File: config.mk
export PLATFORM = sky130hd
export DESIGN_NAME = float_alu_pipe
export DESIGN_NICKNAME = d
export VERILOG_FILES = /design/src/rtl/float_alu_pipe.sv
export SDC_FILE = /design/constraint.sdc
export NUM_CORES = 1
export LEC_CHECK = 0
export BUFFER_PORTS_ARGS = -buffer_cell sky130_fd_sc_hd__clkbuf_2
export CORE_UTILIZATION = 55
export CTS_CLUSTER_SIZE = 14
export DETAILED_ROUTE_END_ITERATION = 8
export PLACE_DENSITY = 0.86
export SLEW_MARGIN = 20
export SYNTH_ARGS = -nofsm -noshare
export SYNTH_HDL_FRONTEND = slang
export SYNTH_SLANG_ARGS = --single-unit
File: constraint.sdc
create_clock -name clk -period 9.1 [get_ports clk]
set_input_delay 1.82 -clock clk [delete_from_list [all_inputs] [get_ports clk]]
set_output_delay 1.82 -clock clk [all_outputs]
set_load 0.005 [all_outputs]
File: src/rtl/float_alu_pipe.sv
// Two-stage pipelined mini-float ALU (add, sub, mul, min, max) with valid/ready on both sides.
// Arithmetic truncates toward zero, saturates on overflow and flushes to +0 on underflow.
module float_alu_pipe #(
  parameter int EXP_W = 4,
  parameter int MAN_W = 3,
  parameter int TAG_W = 4
) (
  input  logic                 clk,
  input  logic                 rst_n,
  input  logic                 in_valid,
  output logic                 in_ready,
  input  logic [EXP_W+MAN_W:0] a,
  input  logic [EXP_W+MAN_W:0] b,
  input  logic [3:0]           op,
  input  logic [TAG_W-1:0]     tag,
  output logic                 out_valid,
  input  logic                 out_ready,
  output logic [EXP_W+MAN_W:0] y,
  output logic [TAG_W-1:0]     out_tag,
  output logic [2:0]           out_flags
);
  localparam int W    = 1 + EXP_W + MAN_W;
  localparam int BIAS = 2**(EXP_W-1) - 1;
  localparam int EMAX = 2**EXP_W - 1;
  localparam int SW   = MAN_W + 1;
  localparam int F    = SW + 3;
  localparam int PA   = F - 1;
  localparam int PM   = 2 * MAN_W;
  localparam int P    = (PA > PM) ? PA : PM;
  localparam int RW   = P + 2;
  localparam int XW   = EXP_W + 8;

  localparam logic signed [XW-1:0] BIAS_X = XW'(BIAS);
  localparam logic signed [XW-1:0] EMAX_X = XW'(EMAX);
  localparam logic signed [XW-1:0] ONE_X  = XW'(1);

  localparam logic [3:0] OP_ADD = 4'b0001;
  localparam logic [3:0] OP_MUL = 4'b0010;
  localparam logic [3:0] OP_SUB = 4'b0011;
  localparam logic [3:0] OP_MIN = 4'b0100;
  localparam logic [3:0] OP_MAX = 4'b0101;

  typedef enum logic [1:0] {K_ADD, K_MUL, K_PASS, K_INV} kind_e;

  function automatic logic signed [XW-1:0] ext_exp(input logic [EXP_W-1:0] e);
    return $signed({8'b0, e});
  endfunction

  // Signed numeric key so that min/max reduce to a plain signed compare; +0 and -0 collide.
  function automatic logic signed [W:0] to_key(input logic s, input logic [W-2:0] mag);
    logic signed [W:0] k;
    k = $signed({2'b00, mag});
    return s ? -k : k;
  endfunction

  // Right-shift the smaller significand, keeping guard/round bits and OR-ing everything
  // shifted further out into a sticky LSB so a following subtraction borrows correctly.
  function automatic logic [F-1:0] align_sig(input logic [SW-1:0] sig, input logic [EXP_W-1:0] d);
    logic [F-1:0] ext;
    logic [F-1:0] mask;
    logic [F-1:0] res;
    ext  = {sig, 3'b000};
    mask = ~({F{1'b1}} << d);
    if (int'(d) >= F) res = {{(F-1){1'b0}}, |sig};
    else              res = (ext >> d) | {{(F-1){1'b0}}, |(ext & mask)};
    return res;
  endfunction

  // Normalise, truncate, saturate/flush and pack; returns {flags, y}.
  function automatic logic [W+2:0] pack_result(input kind_e kind, input logic sign,
                                               input logic signed [XW-1:0] e,
                                               input logic [RW-1:0] m,
                                               input logic [W-1:0] pass);
    logic [W+2:0]         res;
    logic [RW-1:0]        norm;
    logic signed [XW-1:0] er;
    int                   lead;
    lead = 0;
    for (int i = 0; i < RW; i++) if (m[i]) lead = i;
    norm = m << (RW - 1 - lead);
    er   = e + XW'(lead - P);
    if (kind == K_INV)       res = {3'b100, {W{1'b0}}};
    else if (kind == K_PASS) res = {3'b000, pass};
    else if (m == '0)        res = {3'b000, (kind == K_MUL) && sign, {(W-1){1'b0}}};
    else if (er > EMAX_X)    res = {3'b010, sign, {(W-1){1'b1}}};
    else if (er < ONE_X)     res = {3'b001, {W{1'b0}}};
    else                     res = {3'b000, sign, er[EXP_W-1:0], norm[RW-2 -: MAN_W]};
    return res;
  endfunction

  logic                 sa, sb, sb_eff, za, zb, a_big, eff_sub;
  logic [EXP_W-1:0]     ea, eb, ea_z, eb_z, e_l, e_s;
  logic [MAN_W-1:0]     ma, mb;
  logic [W-2:0]         mag_a, mag_b;
  logic [SW-1:0]        sig_a, sig_b, sig_l, sig_s;
  logic [F-1:0]         sig_s_al;
  logic [F:0]           sum;
  logic [2*SW-1:0]      prod;
  logic signed [W:0]    key_a, key_b;

  kind_e                kind_d;
  logic                 sign_d;
  logic signed [XW-1:0] exp_d;
  logic [RW-1:0]        mag_d;
  logic [W-1:0]         pass_d;

  always_comb begin
    {sa, ea, ma} = a;
    {sb, eb, mb} = b;
    za       = (ea == '0);
    zb       = (eb == '0);
    ea_z     = za ? '0 : ea;
    eb_z     = zb ? '0 : eb;
    mag_a    = za ? '0 : {ea, ma};
    mag_b    = zb ? '0 : {eb, mb};
    sig_a    = za ? '0 : {1'b1, ma};
    sig_b    = zb ? '0 : {1'b1, mb};
    sb_eff   = sb ^ (op == OP_SUB);
    a_big    = (mag_a >= mag_b);
    sig_l    = a_big ? sig_a : sig_b;
    sig_s    = a_big ? sig_b : sig_a;
    e_l      = a_big ? ea_z : eb_z;
    e_s      = a_big ? eb_z : ea_z;
    eff_sub  = sa ^ sb_eff;
    sig_s_al = align_sig(sig_s, e_l - e_s);
    sum      = eff_sub ? ({1'b0, sig_l, 3'b000} - {1'b0, sig_s_al})
                       : ({1'b0, sig_l, 3'b000} + {1'b0, sig_s_al});
    prod     = {{SW{1'b0}}, sig_a} * {{SW{1'b0}}, sig_b};
    key_a    = to_key(sa, mag_a);
    key_b    = to_key(sb, mag_b);

    kind_d = K_INV;
    sign_d = 1'b0;
    exp_d  = '0;
    mag_d  = '0;
    pass_d = '0;
    // Sums and products share one magnitude register with the hidden-bit weight at index P.
    case (op)
      OP_ADD, OP_SUB: begin
        kind_d      = K_ADD;
        sign_d      = a_big ? sa : sb_eff;
        exp_d       = ext_exp(e_l);
        mag_d[F:0]  = sum;
        mag_d       = mag_d << (P - PA);
      end
      OP_MUL: begin
        kind_d            = K_MUL;
        sign_d            = sa ^ sb;
        exp_d             = ext_exp(ea_z) + ext_exp(eb_z) - BIAS_X;
        mag_d[2*SW-1:0]   = prod;
        mag_d             = mag_d << (P - PM);
      end
      OP_MIN: begin
        kind_d = K_PASS;
        pass_d = (key_b < key_a) ? b : a;
      end
      OP_MAX: begin
        kind_d = K_PASS;
        pass_d = (key_b > key_a) ? b : a;
      end
      default: ;
    endcase
  end

  logic                 vld_p1_q, vld_p1_d, vld_p2_q, vld_p2_d;
  logic                 s2_ready, load_p1, load_p2;
  kind_e                kind_p1_q;
  logic                 sign_p1_q;
  logic signed [XW-1:0] exp_p1_q;
  logic [RW-1:0]        mag_p1_q;
  logic [W-1:0]         pass_p1_q;
  logic [TAG_W-1:0]     tag_p1_q;
  logic [W-1:0]         y_p2_q;
  logic [TAG_W-1:0]     tag_p2_q;
  logic [2:0]           flags_p2_q;
  logic [W+2:0]         res_p2_d;

  always_comb begin
    s2_ready = !vld_p2_q || out_ready;
    in_ready = !vld_p1_q || s2_ready;
    load_p1  = in_valid && in_ready;
    load_p2  = vld_p1_q && s2_ready;
    vld_p1_d = in_ready ? in_valid : vld_p1_q;
    vld_p2_d = s2_ready ? vld_p1_q : vld_p2_q;
    res_p2_d = pack_result(kind_p1_q, sign_p1_q, exp_p1_q, mag_p1_q, pass_p1_q);
  end

  // ---- S1: unpack, align / multiply ----
  always_ff @(posedge clk or negedge rst_n) begin
    if (!rst_n) vld_p1_q <= 1'b0;
    else        vld_p1_q <= vld_p1_d;
  end

  always_ff @(posedge clk) begin
    if (load_p1) begin
      kind_p1_q <= kind_d;
      sign_p1_q <= sign_d;
      exp_p1_q  <= exp_d;
      mag_p1_q  <= mag_d;
      pass_p1_q <= pass_d;
      tag_p1_q  <= tag;
    end
  end

  // ---- S2: normalise, truncate, pack, flags; drives the outputs ----
  always_ff @(posedge clk or negedge rst_n) begin
    if (!rst_n) begin
      vld_p2_q   <= 1'b0;
      y_p2_q     <= '0;
      tag_p2_q   <= '0;
      flags_p2_q <= '0;
    end else begin
      vld_p2_q <= vld_p2_d;
      if (load_p2) begin
        y_p2_q     <= res_p2_d[W-1:0];
        flags_p2_q <= res_p2_d[W+2:W];
        tag_p2_q   <= tag_p1_q;
      end
    end
  end

  assign out_valid = vld_p2_q;
  assign y         = y_p2_q;
  assign out_tag   = tag_p2_q;
  assign out_flags = flags_p2_q;

endmodule

==> flow_metrics.py <==
metrics = {
    "sta": {
        "relSlewSlack": 0.325,
        "setup_viol": 0,
        "fin_crit_ns": 7.84,
        "rsz0062_at_grt": "false",
        "fmax_mhz": 128,
        "final-max-slew-violation-count": 0,
        "final.setup_skew_ns": 0.0117,
        "tightest_slew_ns": 1.01,
        "setup-tns-final_ns": 0,
        "hold_viol": 0,
        "finalCritPeriodShare": 0.862,
    },
    "worst_hold_path": {
        "min_to": "out_tag[2]",
        "hp-class": "register to register",
        "hold-path-cell-count": 2,
        "min-delay-start": "tag_p1_q[2]",
    },
    "setup_path": {
        "cp.required_ns": 9.16,
        "critPathLaunch": "a[4]",
        "slowest_delay_ns": 0.79,
        "crit_path_start_kind": "input pin",
        "r2r_setup_slack_ns": 3.96,
        "timing.critical_path.mode_cell": "nor2_1",
        "cp.arrival_ns": 7.90,
        "worstPathMaxFanout": 16,
        "r2r-start": "mag_p1_q[5]",
        "timing.rr.end": "y[3]",
        "path_cells": "clkbuf_2 -> nor4_1 -> nor2b_1 -> ha_1 -> nand2_1 -> o21ai_1 -> a2111oi_2 -> nor2_1 -> nor2_1 -> nor2_1 -> ha_1 -> a21o_1 -> a21oi_1 -> mux2_1 -> mux2i_1 -> o21ai_0 -> or2_2 -> ha_1 -> nor2_1 -> nor2_1 -> and3_1 -> a221o_1 -> xnor2_1 -> o21ai_1",
        "worst_setup_path_end_kind": "register",
        "rr_worst_depth": 17,
        "critPathKind": "input pin to register",
        "path_delay_family": "simple AND/OR/NAND/NOR gates",
        "cpMaxStageDelayCell": "nor2_1",
        "crit_buf_inv": 1,
    },
    "placed_design": {
        "portBuffers": 44,
        "gp_congestion": 0.996,
        "place_hpwl_um": 9830,
    },
    "die": {
        "start_util": 0.576,
        "core_sq_mm": 0.00834,
        "row_count": 33,
        "ios": 45,
        "fp.dieH_um": 95.4,
        "die_w_um": 95.4,
        "die_area_sq_mm": 0.00911,
    },
    "logic_synthesis": {
        "ys_ff_latch": 46,
        "yosysSeqAreaShare": 0.270,
        "synth_area_sq_mm": 0.00480,
        "async_reset_ff_frac": 0.370,
        "synth.net_count": 677,
        "syn_inst": 582,
        "synth_area_per_cell_sq_um": 8.25,
        "synth_edf_count": 29,
        "ys_types": 60,
        "ys.warnings.count": 0,
        "synthFlopType": "edfxtp_1",
    },
    "grt": {
        "grt.overflow.total": 0,
        "grt_pass1_wl_um": 19600,
        "antenna_found_initial": 0,
        "grt_max_degree": 30,
        "grt_usage": 0.277,
        "grt_pass1_vias": 4211,
    },
    "clock_tree": {
        "insertion_delay_ns": 0.30,
        "cts.clk_slew.worst_paths_ns": 0.09,
        "post_cts_resized": 0,
        "cts_hold_buf": 0,
        "cts_tree": "yes",
        "h-tree-depth": 2,
        "cts.sinks": 46,
        "clockBufferDepth": 2,
        "cts_root_buf": "clkbuf_8",
        "cts_buffers": 5,
        "post_cts_buffers": 0,
    },
    "layout": {
        "finalNetCount": 706,
        "area_growth_pct": 7.69,
        "drive_gt1_frac": 0.111,
        "diodes": 0,
        "nFillCells": 718,
    },
    "run_status": {
        "outcome": "complete, no violations",
    },
    "route": {
        "dr.pass1.iters": 5,
        "ant_nets": 0,
        "finalWirelength_um": 12300,
        "vias": 4372,
        "wire_per_inst_um": 17.1,
        "route.detailed.drc": 0,
        "vias_per_cell": 6.10,
        "first_iter_violations": 318,
    },
    "pwr": {
        "p_per_area_mw_per_mm2": 138,
        "power_mw": 0.716,
        "leakagePower_nw": 2.41,
        "peakVddDrop_mv": 0.0611,
    },
    "job": {
        "maxCapViolCount": 0,
    },
}
[cell usage after synthesis (4+ instances only)]
cell type,n,area (sq um)
or3_1,5,31.3
mux2i_1,12,120
edfxtp_1,29,871
nor2_1,52,195
and3_1,7,43.8
o21ai_1,7,35.0
nand3_1,11,55.1
a221oi_1,7,61.3
ha_1,59,738
dfrtp_1,17,425
a31oi_1,7,43.8
xnor2_1,13,114
nor2b_1,12,75.1
nor4_1,4,25.0
nor3_1,11,55.1
o22ai_1,8,50.1
inv_1,50,188
o31ai_1,4,30.0
a21o_1,12,90.1
xor2_1,10,87.6
and2_1,5,31.3
nand4_1,5,31.3
a21oi_1,30,150
o21ai_0,25,125
nand2b_1,10,62.6
nand2_1,84,315
nor3b_1,5,37.5
fa_1,8,160
clkbuf_1,20,75.1
[state kept, by name, indices dropped and copies added, names as in the netlist]
signal and cells:
exp_p1_q 6, tag_p1_q 4, sign_p1_q 1, y 8, kind_p1_q 2, pass_p1_q 8, out_tag 4, out_flags 3
out_valid 1, vld_p1_q 1, mag_p1_q 8
[per-layer routing]
metal	part of all wire	track usage
met3	0.058	0.0335
met5	0	0
met2	0.49	0.508
met4	0.041	0.122
met1	0.41	0.322
[worst register-to-register path: stages (launching register included)]
cell,delay [ns]
edfxtp_1,0.45
nor2_1,0.18
o21ai_0,0.14
nand2_1,0.13
inv_1,0.10
ha_1,0.29
inv_1,0.04
ha_1,0.22
fa_1,0.42
a21o_1,0.18
a21o_1,0.20
fa_1,0.43
nor4b_1,0.80
nand2_1,0.18
nor4_1,0.47
nor4_1,0.25
a221oi_1,0.43
nor2_1,0.09
[final cells by class]
cell class              count  area [sq um]  share of cell area
flip-flops and latches     46          1300               0.251
multi-input cells         460          3210               0.622
repair buffers             47           243              0.0469
inverters                  51           191              0.0370
well taps                 105           131              0.0254
clock buffers               7          86.3              0.0167
clock inverters             1          8.76             0.00169
[cells in the final DEF (no fill, tap or decap), drive strengths merged, types with 10 or more instances in the layout]
cell,synthesis,final
a21o,12,12
a21oi,30,30
clkbuf,20,51
dfrtp,17,17
edfxtp,29,29
ha,59,59
inv,50,51
mux2i,12,12
nand2,84,84
nand2b,10,10
nand3,11,11
nor2,52,52
nor2b,12,12
nor3,12,12
o21ai,33,33
xnor2,13,13
xor2,11,11
[kinds of logic after synthesis]
| logic type | Yosys count | share of synthesized area |
|---|---|---|
| buffers and inverters | 76 | 0.0607 |
| and+or+nand+nor | 223 | 0.219 |
| DFF | 46 | 0.270 |
| AOI/OAI and AO/OA | 130 | 0.179 |
| muxes | 15 | 0.0367 |
| adders and majority gates | 68 | 0.189 |
| xor gates and xnor gates | 24 | 0.0453 |
[where the power goes]
| part | internal, mW | switching [mW] |
|---|---|---|
| Clock | 0.0627 | 0.0663 |
| Combinational | 0.132 | 0.195 |
| Sequential | 0.247 | 0.0128 |
[worst max path at each step]
| stage | end | slack [ns] | cells past startpoint |
|---|---|---|---|
| final | mag_p1_q[6] | 1.26 | 24 |
| after global routing | mag_p1_q[7] | 0.70 | 28 |
| after CTS | mag_p1_q[6] | 1.32 | 24 |
| after detailed placement | mag_p1_q[6] | 0.99 | 24 |
| after global placement | mag_p1_q[7] | 1.27 | 28 |
| after floorplan | mag_p1_q[6] | 2.04 | 25 |
[metrics by stage]
stage	utilization	hold slack, ns	std cells	cell area, sq um	setup slack (ns)
floorplan	-	0.415	582	4800	2.04
global placement	0.609	0.432	709	5080	1.27
detailed placement	0.609	0.437	709	5080	0.995
CTS	0.620	0.457	717	5170	1.32
global route	0.620	0.491	717	5170	0.696
finish	0.620	0.450	717	5170	1.26
Note: power is estimated with default switching activity, not from simulation.
